[src/rtl/spsram32_arbiter.sv]
// Round-robin or fixed-priority arbiter that shares one single-port 32-bit SRAM
// between an instruction-fetch port and a byte-masked data port.
//
// state | meaning
// IDLE  | no ack pending this cycle
// ACK_I | instr_ack high, instr_rdata valid
// ACK_D | data_ack high, data read valid or write committed
module spsram32_arbiter #(
  parameter bit FIXED_PRIORITY = 1'b0
) (
  input  logic        clk,
  input  logic        rstz,
  input  logic [31:0] instr_addr,
  input  logic        instr_req,
  output logic        instr_ack,
  output logic [31:0] instr_rdata,
  input  logic [31:0] data_addr,
  input  logic [31:0] data_wdata,
  input  logic        data_we,
  input  logic [3:0]  data_mask,
  input  logic        data_req,
  output logic        data_ack,
  output logic [31:0] data_rdata,
  output logic [31:0] mem_addr,
  output logic [31:0] mem_wdata,
  output logic        mem_en,
  output logic        mem_wr_en,
  output logic [3:0]  mem_wr_mask,
  input  logic [31:0] mem_rdata
);

  typedef enum logic [1:0] {IDLE, ACK_I, ACK_D} state_e;
  typedef enum logic {LG_INSTR, LG_DATA} last_grant_e;

  state_e      state_q, state_d;
  last_grant_e last_grant_q, last_grant_d;

  logic elig_i, elig_d;
  logic grant_i, grant_d;

  always_ff @(posedge clk or negedge rstz) begin
    if (!rstz) begin
      state_q      <= IDLE;
      last_grant_q <= LG_DATA;
    end else begin
      state_q      <= state_d;
      last_grant_q <= last_grant_d;
    end
  end

  assign instr_ack   = (state_q == ACK_I);
  assign data_ack    = (state_q == ACK_D);
  assign instr_rdata = mem_rdata;
  assign data_rdata  = mem_rdata;

  always_comb begin
    elig_i       = instr_req & ~instr_ack;
    elig_d       = data_req & ~data_ack;
    grant_i      = 1'b0;
    grant_d      = 1'b0;
    state_d      = IDLE;
    last_grant_d = last_grant_q;

    if (elig_i && elig_d) begin
      // A port still in its ack cycle is never eligible, so the other port
      // can take the slot and contention keeps the SRAM busy every cycle.
      if (FIXED_PRIORITY || (last_grant_q == LG_INSTR)) begin
        grant_d = 1'b1;
      end else begin
        grant_i = 1'b1;
      end
    end else begin
      grant_i = elig_i;
      grant_d = elig_d;
    end

    if (grant_i) begin
      state_d      = ACK_I;
      last_grant_d = LG_INSTR;
    end else if (grant_d) begin
      state_d      = ACK_D;
      last_grant_d = LG_DATA;
    end
  end

  always_comb begin
    mem_en      = grant_i | grant_d;
    mem_addr    = grant_d ? data_addr : instr_addr;
    mem_wdata   = data_wdata;
    mem_wr_en   = grant_d & data_we;
    mem_wr_mask = (grant_d & data_we) ? data_mask : 4'b0000;
  end

endmodule

[config.mk]
export PLATFORM = sky130hd
export DESIGN_NAME = spsram32_arbiter
export DESIGN_NICKNAME = d
export VERILOG_FILES = /design/src/rtl/spsram32_arbiter.sv
export SDC_FILE = /design/constraint.sdc
export NUM_CORES = 1
export LEC_CHECK = 0
export CORE_AREA = 8 8 101 103
export CTS_BUF_LIST = sky130_fd_sc_hd__clkbuf_8
export CTS_CLUSTER_SIZE = 30
export DETAILED_ROUTE_END_ITERATION = 8
export DIE_AREA = 0 0 109 111
export PLACE_DENSITY = 0.74
export SKIP_LAST_GASP = 1
export SLEW_MARGIN = 40
export SYNTH_ARGS = -nofsm -noshare
export SYNTH_HDL_FRONTEND = slang
export SYNTH_SLANG_ARGS = --single-unit
[constraint.sdc]
create_clock -name clk -period 1.8 [get_ports clk]
set_input_delay 0.45 -clock clk [delete_from_list [all_inputs] [get_ports clk]]
set_output_delay 0.45 -clock clk [all_outputs]
set_load 0.03 [all_outputs]
# == Word-level counts from Yosys, hierarchy flattened ==
# Cells that the tools add are included.
# word_totals
regBits,3
output_inout_bits,136
elab_cells,22
# classes
n_eq_ne,2
mux,10
bitwise_logic,6
n_reduce_logical,2
# op_table
op,n
$mux 32,1
$mux 1,6
$mux 2,2
$mux 4,1
$and 1x1->1,3
$eq 2x1->1 const B,1
$eq 2x2->1 const B,1
$not 1->1,2
$reduce_bool 2->1,1
$logic_and 1x1->1,1
$or 1x1->1,1

# == Longest topological paths before layout ==
# Gate-level depths: netlist of the first run.
# logic_depth
ltp_word,7
depth_mapped,5

# == Least setup slack after synthesis of the first run ==
# OpenSTA, ideal clock, no wires.
# synth_path
path_kind,input -> output
start,input port instr_req
end,output port mem_addr[15]
arrival_ps,1497
required_ps,1350
setup_slack_ps,-147
stages,5
cell_sequence,and3_4 > o32ai_4 > buf_6 > buf_12 > mux2_4
# synth_via
elab_chain_len,4
# synth_rtl
item,line,rtl
from (decl),14,"input logic instr_req,"
$and 1x1->1,57,elig_i = instr_req & ~instr_ack;
$logic_and 1x1->1,64,if (elig_i && elig_d) begin
$mux 1,64,
$mux 32,88,mem_addr = grant_d ? data_addr : instr_addr;
to (decl),24,"output logic [31:0] mem_addr,"
# Every way passes these cells.

# == Worst setup path in the final report of the first run ==
# layout_path
start,input port data_req
end,output port mem_addr[16]
# layout_via
elab_chain_len,4
# layout_rtl
item,line,rtl
from (decl),21,"input logic data_req,"
$and 1x1->1 *,58,elig_d = data_req & ~data_ack;
$logic_and 1x1->1,64,
$mux 1 *,64,
$mux 32 *,88,
# Mark *: on every way between the ends. The rest lies on a longest branch, timed or not.

==> results.txt, run 1 <==
- The flow ran to the end, but the final reports show violations.
- TritonCTS built the clock tree.
- In this run the cell area of the synthesized design comes to 1418 um^2.
- Setup slack on the worst reg-to-reg path comes out at 0.54 ns.
- Crit path time final: 2.258 ns
- Before antenna repair, the detailed router went through 2 iterations.
- For the worst setup path, the data arrival time is 1.81 ns.
* Static leakage: 0.001035 uW
- Startpoint of the most critical register-to-register path: last_grant_q
* Synthesis Warnings: 0
* P&R area growth vs syn: 64.08%
- Slew of the pin with the lowest slew margin: 0.2554 ns
* Element type at the critical path end: output pin
- Maximum number of pins on one net before global-route repair: 9
* Final GP Congestion: 0.6225
- Dividing the synthesized area by the synthesized cell count gives 9.029 um^2.
* Root buffer cell: sky130_fd_sc_hd__clkbuf_8
- For the final database, setup skew stands at 0.001052 ns.
- After layout, the worst setup slack is -0.4581 ns.
* End of the worst register-to-register path: state_q[0]
* H-tree levels: 1
- Commonest non-fill, non-tap cell in the layout: sky130_fd_sc_hd__clkdlybuf4s50_1
- In this run the tightest slew margin relative to its limit is 82.97%.
- Detailed placement finished with a half-perimeter wire length of 4592 um.
- Net count, final: 330
- Total setup violations reported at the end of the flow: 38
* Total number of clock tree sinks: 3
- In this run the remaining antenna-violating nets after routing total 0.
- The checks that failed: negative setup slack.
- Measured along the x axis, the die boundary spans 109 um.
- Number of instances in the synthesized netlist: 157
* Final routed wirelength across all metal layers: 5710 um
- Crit-path max FO: 8
- The worst setup path is launched from an input port.
* Count of distinct cell types in the synthesized netlist: 20
- Data required time of the critical path: 1.35 ns
- Post-route cell area: 2326 um^2
- Tightest Hold Check Type: in2async
- Setup repair after global routing missed its margin: yes
- DRC viols: 0
- Timing would allow up to 442.8 MHz.
- Die area: 12100 um^2
* Number of placement rows: 34
- Synthesis produced a netlist with a net count of 294.
* Antenna violations before repair: 0
- Sequential-to-total area share from yosys stat: 5.384%
* Flop and latch count out of synthesis: 3
* Total count of hold-check failures in the final report: 0
* Global-route usage over all layers: 8.375%
- Most used cells in the layout excluding fill and tap cells: sky130_fd_sc_hd__clkdlybuf4s50_1, sky130_fd_sc_hd__buf_6, sky130_fd_sc_hd__mux2_4
- Counting the fill cells in the layout gives 893.
- Core region area: 8551 um^2
- The clock passes through at most 2 buffers.
- The later pin in the worst-skew pair is clocked with a latency of 0.22 ns.
- The first routing iteration left 14 violations.
- The floorplan step set the die height to 111 um.
- In this run the count of I/O pins placed on the die edge is 273.
- TritonCTS buffer count: 3
- Final Slew Violations: 0
- Vias in the first global route: 1397
* Antenna Cells: 0
- The worst path uses 125.5% of the clock period.
- Summed over all layers, the global routing overflow is 0.
* Number of cells traversed by the worst register-to-register path: 4
- The first global-routing pass estimated 7983 um of wire.
* Total power draw: 2252 uW
* Final routed wire length divided by cell count: 19.03 um
- Once placement finished, the instance area stood at 1983 um^2.
- Startpoint-to-endpoint class of the critical path: in2out
- Detailed routing inserted a total of 1125 vias.
* Peak supply drop: 0.5947 mV
- The tool flagged a number of max-cap violations equal to 0.
- # hold bufs at CTS: 0
- Via count normalized by instance count: 3.750
- Total power per unit cell area: 968.0 nW/um^2
- Clock-pin slew was measured on the worst setup and hold paths at 0.03 ns.
- For this configuration, the core starts out at a cell density of 16.58%.
* Number of port buffers: 112
- The post-route netlist has 55.73% of its cells at a drive strength greater than 1.
synthesized netlist by cell type:
cell type | n | area share (%)
sky130_fd_sc_hd__a2bb2oi_1 | 1 | 0.62
sky130_fd_sc_hd__and3_4 | 1 | 0.79
sky130_fd_sc_hd__and3_1 | 4 | 1.8
sky130_fd_sc_hd__nor2b_1 | 1 | 0.44
sky130_fd_sc_hd__mux2i_1 | 1 | 0.71
sky130_fd_sc_hd__o32ai_4 | 1 | 1.9
sky130_fd_sc_hd__nand2b_1 | 2 | 0.88
sky130_fd_sc_hd__mux2_4 | 14 | 15
sky130_fd_sc_hd__mux2_2 | 18 | 14
sky130_fd_sc_hd__and2_1 | 3 | 1.3
sky130_fd_sc_hd__inv_1 | 1 | 0.26
sky130_fd_sc_hd__dfstp_2 | 1 | 1.9
sky130_fd_sc_hd__nor3_1 | 1 | 0.35
sky130_fd_sc_hd__maj3_1 | 1 | 0.71
sky130_fd_sc_hd__buf_6 | 2 | 1.6
sky130_fd_sc_hd__nor2_1 | 4 | 1.1
sky130_fd_sc_hd__dfrtp_1 | 2 | 3.5
sky130_fd_sc_hd__buf_12 | 1 | 1.4
sky130_fd_sc_hd__inv_2 | 1 | 0.26
sky130_fd_sc_hd__buf_4 | 97 | 51
how the worst max path moves through the flow:
stage / start / to / slack (ns) / cells past startpoint
after floorplan: instr_req / mem_addr[15] / -0.15 / 5
after global placement: data_req / mem_addr[2] / -1.17 / 6
after global routing: state_q[1] / mem_addr[23] / -0.53 / 7
after detailed placement: instr_req / mem_addr[29] / -1.20 / 6
final: data_req / mem_addr[16] / -0.46 / 7
after CTS: last_grant_q / mem_addr[29] / -0.62 / 7
layout make-up:
class	instances	area (um^2)	share of cell area, %
Timing Repair Buffer	131	1394	59.92
Tap cell	108	135.1	5.810
Sequential cell	3	76.32	3.281
Inverter	2	7.507	0.3228
Multi-Input combinational cell	52	668.1	28.73
Clock inverter	1	3.754	0.1614
Clock buffer	3	41.29	1.775
power by group:
part	switching, uW	internal (uW)
clock	45.4	145
sequential	21.4	101
combinational	851	1090
per-layer routing:
layer / vias up / global-route usage [%] / wire [um]
li1: 483 / - / -
met2: 139 / 14.57 / 2690
met4: 0 / 3.014 / 173
met5: - / 0 / 0
met1: 477 / 6.766 / 1624
met3: 26 / 6.744 / 1221
repair_timing:
item / CTS / global route
cloned: 3 / 0
setup buffers: 11 / 0
gates resized for setup: 199 / 41
pin swaps: 3 / 3
endpoints found under the setup margin: 38 / 38
logic make-up after synthesis:
family          after synthesis  share of synthesized area [%]
flops                         3                          5.384
buf+inv                     102                          54.90
fa+ha+maj                     1                         0.7061
mux                          33                          29.83
compound gates                2                          2.560
simple gates                 16                          6.619
metrics by stage:
step / TNS (ns) / hold WS (ns) / setup WS [ns] / util [%] / instances
after floorplan: -3.961 / 0.1544 / -0.1473 / - / 157
after global placement: -37.88 / 0.6237 / -1.169 / 23.19 / 287
after detailed placement: -38.66 / 0.6381 / -1.201 / 23.19 / 287
after CTS: -20.86 / 0.4158 / -0.6160 / 27.32 / 305
after global routing: -18.88 / 0.4240 / -0.5313 / 27.20 / 300
final: -16.00 / 0.4180 / -0.4581 / 27.20 / 300
critical path: stages:
cell and delay [ns]:
sky130_fd_sc_hd__clkdlybuf4s15_1 0.21, sky130_fd_sc_hd__inv_2 0.07, sky130_fd_sc_hd__o32ai_4 0.29, sky130_fd_sc_hd__buf_6 0.18, sky130_fd_sc_hd__buf_12 0.14, sky130_fd_sc_hd__mux2_4 0.31
sky130_fd_sc_hd__buf_6 0.14
sequential cells by signal, indices dropped and copies added, names as in the netlist:
register / count
state_q: 2
last_grant_q: 1
No activity file was read; power rests on OpenSTA's default activity.
==> inputs of run 2 (changes only) <==
- ABC_CLOCK_PERIOD_IN_PS: default -> 1800
==> results of run 2 <==
Final layout, timing and power as in run 1 (identical DEF).
==> inputs of run 3 (changes only) <==
- HOLD_SLACK_MARGIN: default -> 0.06
==> results of run 3 <==
Final layout, timing and power as in run 1 (identical DEF).
